File: src/rtl/dfr_sequencer.sv
// dfr_sequencer: batch controller for the delayed-feedback reservoir.
// Clears all virtual nodes, then for every sample walks the virtual nodes:
// fetch sample/mask, form the scaled masked input, pulse the reservoir and
// wait for it to settle. After each sample the node states are swept into
// the output memory.
module dfr_sequencer #(
    parameter int NUM_VIRTUAL_NODES = 100,
    parameter int DATA_WIDTH        = 32,
    parameter int NODE_DATA_WIDTH   = 12,
    parameter int SAMPLE_WIDTH      = 16,
    parameter int MASK_WIDTH        = 16,
    parameter int MASK_SHIFT        = 8,
    parameter int ADDR_WIDTH        = 16,
    parameter int TIMEOUT           = 255
) (
    input  logic                                 clk,
    input  logic                                 rst,
    input  logic                                 start,
    input  logic [ADDR_WIDTH-1:0]                num_samples,
    input  logic [3:0]                           eta_cfg,
    output logic                                 busy,
    output logic                                 done,
    output logic                                 error,
    output logic [ADDR_WIDTH-1:0]                smp_addr,
    input  logic [SAMPLE_WIDTH-1:0]              smp_data,
    output logic [$clog2(NUM_VIRTUAL_NODES)-1:0] mask_addr,
    input  logic [MASK_WIDTH-1:0]                mask_data,
    output logic                                 res_en,
    output logic [DATA_WIDTH-1:0]                res_din,
    output logic [3:0]                           res_eta,
    input  logic                                 res_valid,
    output logic                                 res_load_node,
    output logic [NODE_DATA_WIDTH-1:0]           res_load_din,
    output logic [$clog2(NUM_VIRTUAL_NODES)-1:0] res_node_sel,
    input  logic [NODE_DATA_WIDTH-1:0]           res_node_dout,
    output logic                                 out_we,
    output logic [ADDR_WIDTH-1:0]                out_addr,
    output logic [NODE_DATA_WIDTH-1:0]           out_data
);

    localparam int NW = $clog2(NUM_VIRTUAL_NODES);
    localparam int PW = SAMPLE_WIDTH + MASK_WIDTH;
    localparam int TW = $clog2(TIMEOUT + 2);
    localparam logic [NW-1:0] LAST_NODE = NW'(NUM_VIRTUAL_NODES - 1);
    localparam int SAT_MAX = 32'h0000_FFFF;

    typedef enum logic [2:0] {
        S_IDLE,
        S_CLEAR,
        S_FETCH,
        S_LATCH,
        S_STEP,
        S_WAIT,
        S_READOUT,
        S_DONE
    } state_t;

    state_t state;
    state_t state_next;

    logic [NW-1:0]         node_idx;
    logic [ADDR_WIDTH-1:0] sample_idx;
    logic [ADDR_WIDTH-1:0] num_q;
    logic [3:0]            eta_q;
    logic                  err_q;
    logic [ADDR_WIDTH-1:0] addr_q;
    logic [TW-1:0]         tmo_cnt;
    logic [DATA_WIDTH-1:0] din_q;

    logic accept;
    logic wait_go;
    logic wait_tmo;
    logic last_node;
    logic last_sample;

    // Scale sample by mask, drop MASK_SHIFT fraction bits, clamp to 16 bits.
    function automatic logic [DATA_WIDTH-1:0] scale_sat(
        input logic [SAMPLE_WIDTH-1:0] smp,
        input logic [MASK_WIDTH-1:0]   msk
    );
        logic [PW-1:0] prod;
        logic [PW-1:0] shifted;
        prod    = PW'(smp) * PW'(msk);
        shifted = prod >> MASK_SHIFT;
        if (shifted > PW'(SAT_MAX)) begin
            return DATA_WIDTH'(SAT_MAX);
        end
        return DATA_WIDTH'(shifted);
    endfunction

    assign accept      = (state == S_IDLE) && start;
    // The first WAIT cycle (tmo_cnt == 0) ignores res_valid: the reservoir
    // may not have dropped it yet in response to res_en.
    assign wait_go     = (state == S_WAIT) && (tmo_cnt != '0) && res_valid;
    assign wait_tmo    = (state == S_WAIT) && !wait_go && (tmo_cnt > TW'(TIMEOUT));
    assign last_node   = (node_idx == LAST_NODE);
    assign last_sample = ((sample_idx + ADDR_WIDTH'(1)) == num_q);

    assign smp_addr     = sample_idx;
    assign mask_addr    = node_idx;
    assign res_din      = din_q;
    assign res_eta      = eta_q;
    assign res_load_din = '0;
    assign out_addr     = addr_q;
    assign error        = err_q;

    // State register; reset aborts any batch immediately.
    always_ff @(posedge clk or posedge rst) begin
        if (rst) begin
            state <= S_IDLE;
        end else begin
            state <= state_next;
        end
    end

    // Next-state decode and per-state strobes (strobes are mutually exclusive by state).
    always_comb begin
        state_next    = state;
        busy          = 1'b0;
        done          = 1'b0;
        res_en        = 1'b0;
        res_load_node = 1'b0;
        out_we        = 1'b0;
        res_node_sel  = '0;
        out_data      = '0;
        case (state)
            S_IDLE: begin
                if (start) begin
                    state_next = (num_samples == '0) ? S_DONE : S_CLEAR;
                end
            end
            S_CLEAR: begin
                busy          = 1'b1;
                res_load_node = 1'b1;
                res_node_sel  = node_idx;
                if (last_node) begin
                    state_next = S_FETCH;
                end
            end
            S_FETCH: begin
                busy       = 1'b1;
                state_next = S_LATCH;
            end
            S_LATCH: begin
                busy       = 1'b1;
                state_next = S_STEP;
            end
            S_STEP: begin
                busy       = 1'b1;
                res_en     = 1'b1;
                state_next = S_WAIT;
            end
            S_WAIT: begin
                busy = 1'b1;
                if (wait_go) begin
                    state_next = last_node ? S_READOUT : S_FETCH;
                end else if (wait_tmo) begin
                    state_next = S_DONE;
                end
            end
            S_READOUT: begin
                busy         = 1'b1;
                out_we       = 1'b1;
                res_node_sel = node_idx;
                out_data     = res_node_dout;
                if (last_node) begin
                    state_next = last_sample ? S_DONE : S_FETCH;
                end
            end
            S_DONE: begin
                busy       = 1'b1;
                done       = 1'b1;
                state_next = S_IDLE;
            end
            default: begin
                state_next = S_IDLE;
            end
        endcase
    end

    // Batch configuration, loop counters, timeout counter and sticky error.
    always_ff @(posedge clk or posedge rst) begin
        if (rst) begin
            node_idx   <= '0;
            sample_idx <= '0;
            num_q      <= '0;
            eta_q      <= '0;
            err_q      <= 1'b0;
            addr_q     <= '0;
            tmo_cnt    <= '0;
        end else if (accept) begin
            num_q      <= num_samples;
            eta_q      <= eta_cfg;
            err_q      <= 1'b0;
            sample_idx <= '0;
            node_idx   <= '0;
            addr_q     <= '0;
        end else begin
            case (state)
                S_CLEAR: begin
                    node_idx <= last_node ? '0 : node_idx + NW'(1);
                end
                S_STEP: begin
                    tmo_cnt <= '0;
                end
                S_WAIT: begin
                    if (wait_go) begin
                        node_idx <= last_node ? '0 : node_idx + NW'(1);
                    end else if (wait_tmo) begin
                        err_q <= 1'b1;
                    end else begin
                        tmo_cnt <= tmo_cnt + TW'(1);
                    end
                end
                S_READOUT: begin
                    addr_q   <= addr_q + ADDR_WIDTH'(1);
                    node_idx <= last_node ? '0 : node_idx + NW'(1);
                    if (last_node) begin
                        sample_idx <= sample_idx + ADDR_WIDTH'(1);
                    end
                end
                default: begin
                end
            endcase
        end
    end

    // Masked input register: BRAM data is valid in LATCH, held through STEP and WAIT.
    always_ff @(posedge clk or posedge rst) begin
        if (rst) begin
            din_q <= '0;
        end else if (state == S_LATCH) begin
            din_q <= scale_sat(smp_data, mask_data);
        end
    end

endmodule

File: config.mk
export PLATFORM = sky130hd
export DESIGN_NAME = dfr_sequencer
export DESIGN_NICKNAME = d
export VERILOG_FILES = /design/src/rtl/dfr_sequencer.sv
export SDC_FILE = /design/constraint.sdc
export NUM_CORES = 1
export LEC_CHECK = 0
export ABC_CLOCK_PERIOD_IN_PS = 2840
export BUFFER_PORTS_ARGS = -buffer_cell sky130_fd_sc_hd__buf_2
export CORE_ASPECT_RATIO = 2
export CORE_MARGIN = 3
export CORE_UTILIZATION = 30
export CTS_CLUSTER_SIZE = 14
export DETAILED_ROUTE_END_ITERATION = 6
export PLACE_DENSITY = 0.52
export SETUP_SLACK_MARGIN = 0.4
export SYNTH_ARGS = -nofsm -noshare
export SYNTH_HDL_FRONTEND = slang
export SYNTH_SLANG_ARGS = --single-unit
export TNS_END_PERCENT = 100
File: constraint.sdc
create_clock -name clk -period 2.84 [get_ports clk]
set_input_delay 0.568 -clock clk [delete_from_list [all_inputs] [get_ports clk]]
set_output_delay 0.568 -clock clk [all_outputs]
set_load 0.1 [all_outputs]
* Yosys cells after proc, flatten, opt, wreduce, memory -nomap -nowiden
Cells that the tools add are included.
** Cells by class
- Reductions and logical operators :: 22
- Bitwise operators :: 1
- Multiplexer cells :: 36
- $add $sub $neg :: 4
- Equal/unequal tests :: 17
- Multiply operators :: 1
- $lt $le $gt $ge :: 2
** Operator list (count)
- 16-bit 2-to-1 mux :: 5
- 32-bit 2-to-1 mux :: 2
- 16-bit by 1-bit adder with 16-bit output, second input constant :: 2
- 16-bit by 16-bit multiplier with 32-bit output :: 1
- 7-bit 2-to-1 mux :: 4
- 24-bit by 16-bit > comparator with 1-bit output, second input constant :: 1
- 3-bit 2-to-1 mux :: 8
- 3-bit one-hot mux with 8 select lines :: 1
- 9-bit 2-to-1 mux :: 2
- 9-bit one-hot mux with 2 select lines :: 1
- 16-bit == test :: 1
- 16-bit logical NOT :: 1
- 7-bit one-hot mux with 2 select lines :: 1
- 3-bit == test, second input constant :: 4
- 12-bit 2-to-1 mux :: 1
- 2-bit inequality test, second input constant :: 6
- 1-bit 2-to-1 mux :: 11
- 2-bit nonzero test :: 5
- 9-bit by 1-bit adder with 9-bit output, second input constant :: 1
- 9-bit by 8-bit > comparator with 1-bit output, second input constant :: 1
- 9-bit nonzero test :: 1
- 4-bit AND reduction :: 2
- 7-bit by 1-bit adder with 7-bit output, second input constant :: 1
- 7-bit == test, second input constant :: 1
- other kinds (12) :: 19
** Storage, ports and cells
- Flip-flop bits (word level) :: 104

* Logic depth before layout (Yosys ltp)
- Depth after elaboration :: 10
- Depth in mapped cells :: 24

* Least setup slack after synthesis
No wires, ideal clock.
- Path type :: input to register
- Start :: in smp_data[5]
- End :: reg din_q[5] (netlist: res_din[5])
- Required time :: 2711 ps
- Slack :: -3573 ps
- Stages :: 23
- Data arrival time :: 6284 ps
- Cell sequence :: clkbuf_1 > nand2_1 > fa_1 > inv_1 > fa_1 > inv_1 > fa_1 > inv_1 > fa_1 > fa_1 > inv_1 > fa_1 > inv_1 > ha_1 > nand2_1 > nor4_1 > a22oi_2 > and4bb_1 > o21ba_1 > xnor2_2 > nor4_4 > buf_6 > a31oi_2
** On the way
- Cells in the longest elaborated chain, start to end :: 5
** Ends and longest elaborated chain
- start: declaration :: RTL line 25 : input logic [SAMPLE_WIDTH-1:0] smp_data,
- 16-bit by 16-bit multiplier with 32-bit output * :: RTL line 83 : prod = PW'(smp) * PW'(msk);
- 24-bit by 16-bit > comparator with 1-bit output :: RTL line 85 : if (shifted > PW'(SAT_MAX)) begin
- 1-bit 2-to-1 mux :: RTL line 85
- 1-bit 2-to-1 mux :: RTL line 232 : end else if (state == S_LATCH) begin
- 32-bit 2-to-1 mux * :: RTL line 88 : return DATA_WIDTH'(shifted);
- end signal: assignment :: RTL line 233 : din_q <= scale_sat(smp_data, mask_data);
- end: declaration :: RTL line 68 : logic [DATA_WIDTH-1:0] din_q;
Every way passes the cells marked *; elsewhere a longest branch is shown, timed or not. The select of a mux whose other input is x is not followed.
A chain may end at the register's enable or synchronous reset.

* Worst setup path after layout
- Start :: in smp_data[5]
- End :: reg din_q[8] (netlist: res_din[8])
Same word-level chain as after synthesis.

==> impl_metrics.csv <==
group,metric,value,unit
run_status,status,"finished, violations left",
run_status,violations,"negative setup slack",
synthesis,ys_ff_latch,96,
cts,clk_latency,360,ps
synthesis,postSynth.asyncResetShare,100,%
finish,area_growth,28.5,%
finish,drive_gt1_share,28.7,%
job,maxCapViolations,0,
synthesis,ys_types,73,
critical_path,cp_max_fo,8,
route,drtAntennaViolNets,0,
pwr,powerDensity,1500,nW/um2
timing,slew_violations,0,
die,dieWidth,158,um
timing,postLayoutSetupSlackWorst,-3220,ps
critical_path,critPathBufInv,9,
global_route,antenna_found_initial,0,
hold_path,holdCritPathClass,"in -> async",
critical_path,end_kind,"register",
die,num_io_pins,180,
placed_design,dpl_cell_area,16500,um2
timing,grt_setup_unrepaired,"true",
critical_path,slowest_delay,540,ps
route,drt-total-wl,42600,um
global_route,gr-usage-met3,2.02,%
cts,cts_tree,"built",
critical_path,crit_path_start_kind,"primary input",
cts,clock_path_buffers,2,
finish,final_area,17700,um2
route,via_per_inst,4.80,
die,die_area,48700,um2
critical_path,crit_type,"in -> reg",
pwr,vdd_drop_max,1480,uV
cts,cts_root_buffer,"clkbuf_16",
die,dieHeight,309,um
pwr,report.power.total,26.6,mW
timing,slew_headroom,37.3,%
cts,htree_levels,3,
route,drtPass1Iterations,5,
global_route,grt_pass1_wl,66700,um
finish,antenna_cells,0,
synthesis,synth_area,13800,um2
synthesis,synth_top_family_by_area,"adder cells",
synthesis,synth_xor_area_share,4.25,%
global_route,grt_usage,17.6,%
synthesis,syn_inst,1578,
synthesis,seq_area_frac_synth,17.4,%
critical_path,rr_worst_depth,10,
synthesis,synth_ff_type,"dfrtp_1",
synthesis,syn_area_per_cell,8.73,um2
synthesis,yosys.area_share.simple,21.8,%
placed_design,io_buffers,159,
die,initial_core_util,30.5,%
synthesis,synthMuxAreaShare,0.291,%
cts,clk_pin_slew,70,ps
cts,cts_hold_buf,0,
cts,cts.sinks,96,
global_route,overflow,0,
critical_path,required,3080,ps
timing,clock_skew,10.3,ps
route,drcViolationCount,0,
placed_design,gp_congestion,0.877,
route,dr_total_vias,11800,
global_route,use_met1,16.3,%
global_route,grt_busiest_layer,"met2",
synthesis,synth_edf_count,0,
timing,worst_pin_slew,939,ps
critical_path,cp_common_cell,"fa_1",
global_route,grt_start_max_net_pins,36,
die,core_area,45100,um2
critical_path,crit_slowest_cell,"fa_1",
die,rows,110,
pwr,power_leakage,8.57,nW
critical_path,path_delay_family,"adder cells",
timing,hold_violations,0,
timing,fmax,0.165,GHz
critical_path,arrival,6300,ps
synthesis,synth-adder-area-share,37.8,%
timing,fin_crit,6060,ps
timing,finalSetupViolCount,16,
global_route,grt_util_met2,36.6,%
synthesis,synth-warning-count,0,
placed_design,pre_cts_ws,-3660,ps
global_route,grt_pass1_vias,12600,
finish,fin_nets,2250,
cts,numCtsBuffers,9,
placed_design,place.detailed.hpwl,36200,um
route,drtIter0Drc,442,
timing,fin_crit_sh,213,%
critical_path,path_depth,25,
synthesis,synth_compound_area_share,8.45,%
route,wl_per_cell,17.4,um
## registers in the layout (all words and copies together), names as in the netlist
name / flops
mask_addr: 7
error: 1
res_eta: 4
state: 3
num_q: 16
out_addr: 16
smp_addr: 16
res_din: 24
tmo_cnt: 9
## power by group
| group | internal [mW] | switching (mW) |
|---|---|---|
| sequential | 1.37 | 0.000887 |
| combinational | 11.9 | 12.1 |
| clock | 0.692 | 0.569 |
## cell type report
type                    count  area [um2]
fillers                  4623       27400
clock inverters             6        68.8
repair buffers            361        2680
multi-input cells        1174       10700
well taps                 560         701
inverters                 240         910
flip-flops and latches     96        2420
clock buffers              10         229
## worst paths after layout
check	from	end	slack, ps
setup / recovery	smp_data[5]	res_din[8]	-3220
hold / removal	rst	tmo_cnt[4]	390
setup reg to reg	smp_addr[1]	state[2]	380
hold reg to reg	res_eta[1]	res_eta[1]	470
max in group asynchronous	rst	tmo_cnt[0]	1680
min in group clk	eta_cfg[2]	res_eta[2]	400
## synthesized netlist by cell type (9+ instances only)
master    count  share of area, %
xnor2_1      33               2.1
o21ai_0      55               2.0
fa_1        193                28
a31oi_2      10              0.91
and3_1       17              0.77
nor2_1       90               2.5
a31oi_1       9              0.41
ha_1        107               9.7
buf_4        21               1.1
o31ai_1      10              0.54
and2_1      131               5.9
dfrtp_1      96                17
a21oi_1      41               1.5
nand2_1     258               7.0
nand3_1      25              0.91
clkbuf_1     53               1.4
nand4_1      20              0.91
nor3_1       11              0.40
xor2_1       32               2.0
inv_1       239               6.5
nor2b_1      20              0.91
nor4_1       10              0.45
## metrics by stage
stage / hold WS (ps) / util, % / TNS (ps) / std cells
2_1_floorplan: 465 / - / -50430 / 1597
3_3_place_gp: 453 / 36.6 / -57370 / 2406
3_5_place_dp: 461 / 36.6 / -58050 / 2406
4_1_cts: 391 / 38.6 / -49900 / 2438
5_1_grt: 409 / 39.2 / -53170 / 2447
6_report: 395 / 39.2 / -50800 / 2447
## layer usage
metal  part of all wire [%]  up-vias
met5                      0        -
met4                    5.2        0
met3                    3.4       97
met2                     59      271
met1                     32     5871
li1                       -     5518
## cell families (layout without fill, tap and decap cells)
group	after synthesis	in the layout
muxes	4	4
DFF	96	96
xor gates and xnor gates	66	66
other	1	20
adders and majority gates	300	300
buffers and inverters	327	617
AOI/OAI and AO/OA	171	171
and+or+nand+nor	613	613
## what timing repair did
item,4_1_cts,5_1_grt
setup buffers,14,8
endpoints found under the setup margin,54,37
resized for setup,108,55
gates cloned,2,1
pin swaps,23,4
endpoints found under the hold margin,0,0
## placed cells by master, fill, tap and decap left out, types with 29 or more instances in the layout
cell     Yosys  final
dfrtp_1     96     82
xnor2_1     33     32
nor2_1      90     82
buf_4       21    203
ha_1       107     92
and2_4       0     29
buf_2        3    118
xor2_1      32     32
and2_1     131    102
a21oi_1     41     36
nand2_1    258    252
o21ai_0     55     52
inv_1      239    227
fa_1       193    178
Note: power is estimated with default switching activity, not from simulation.
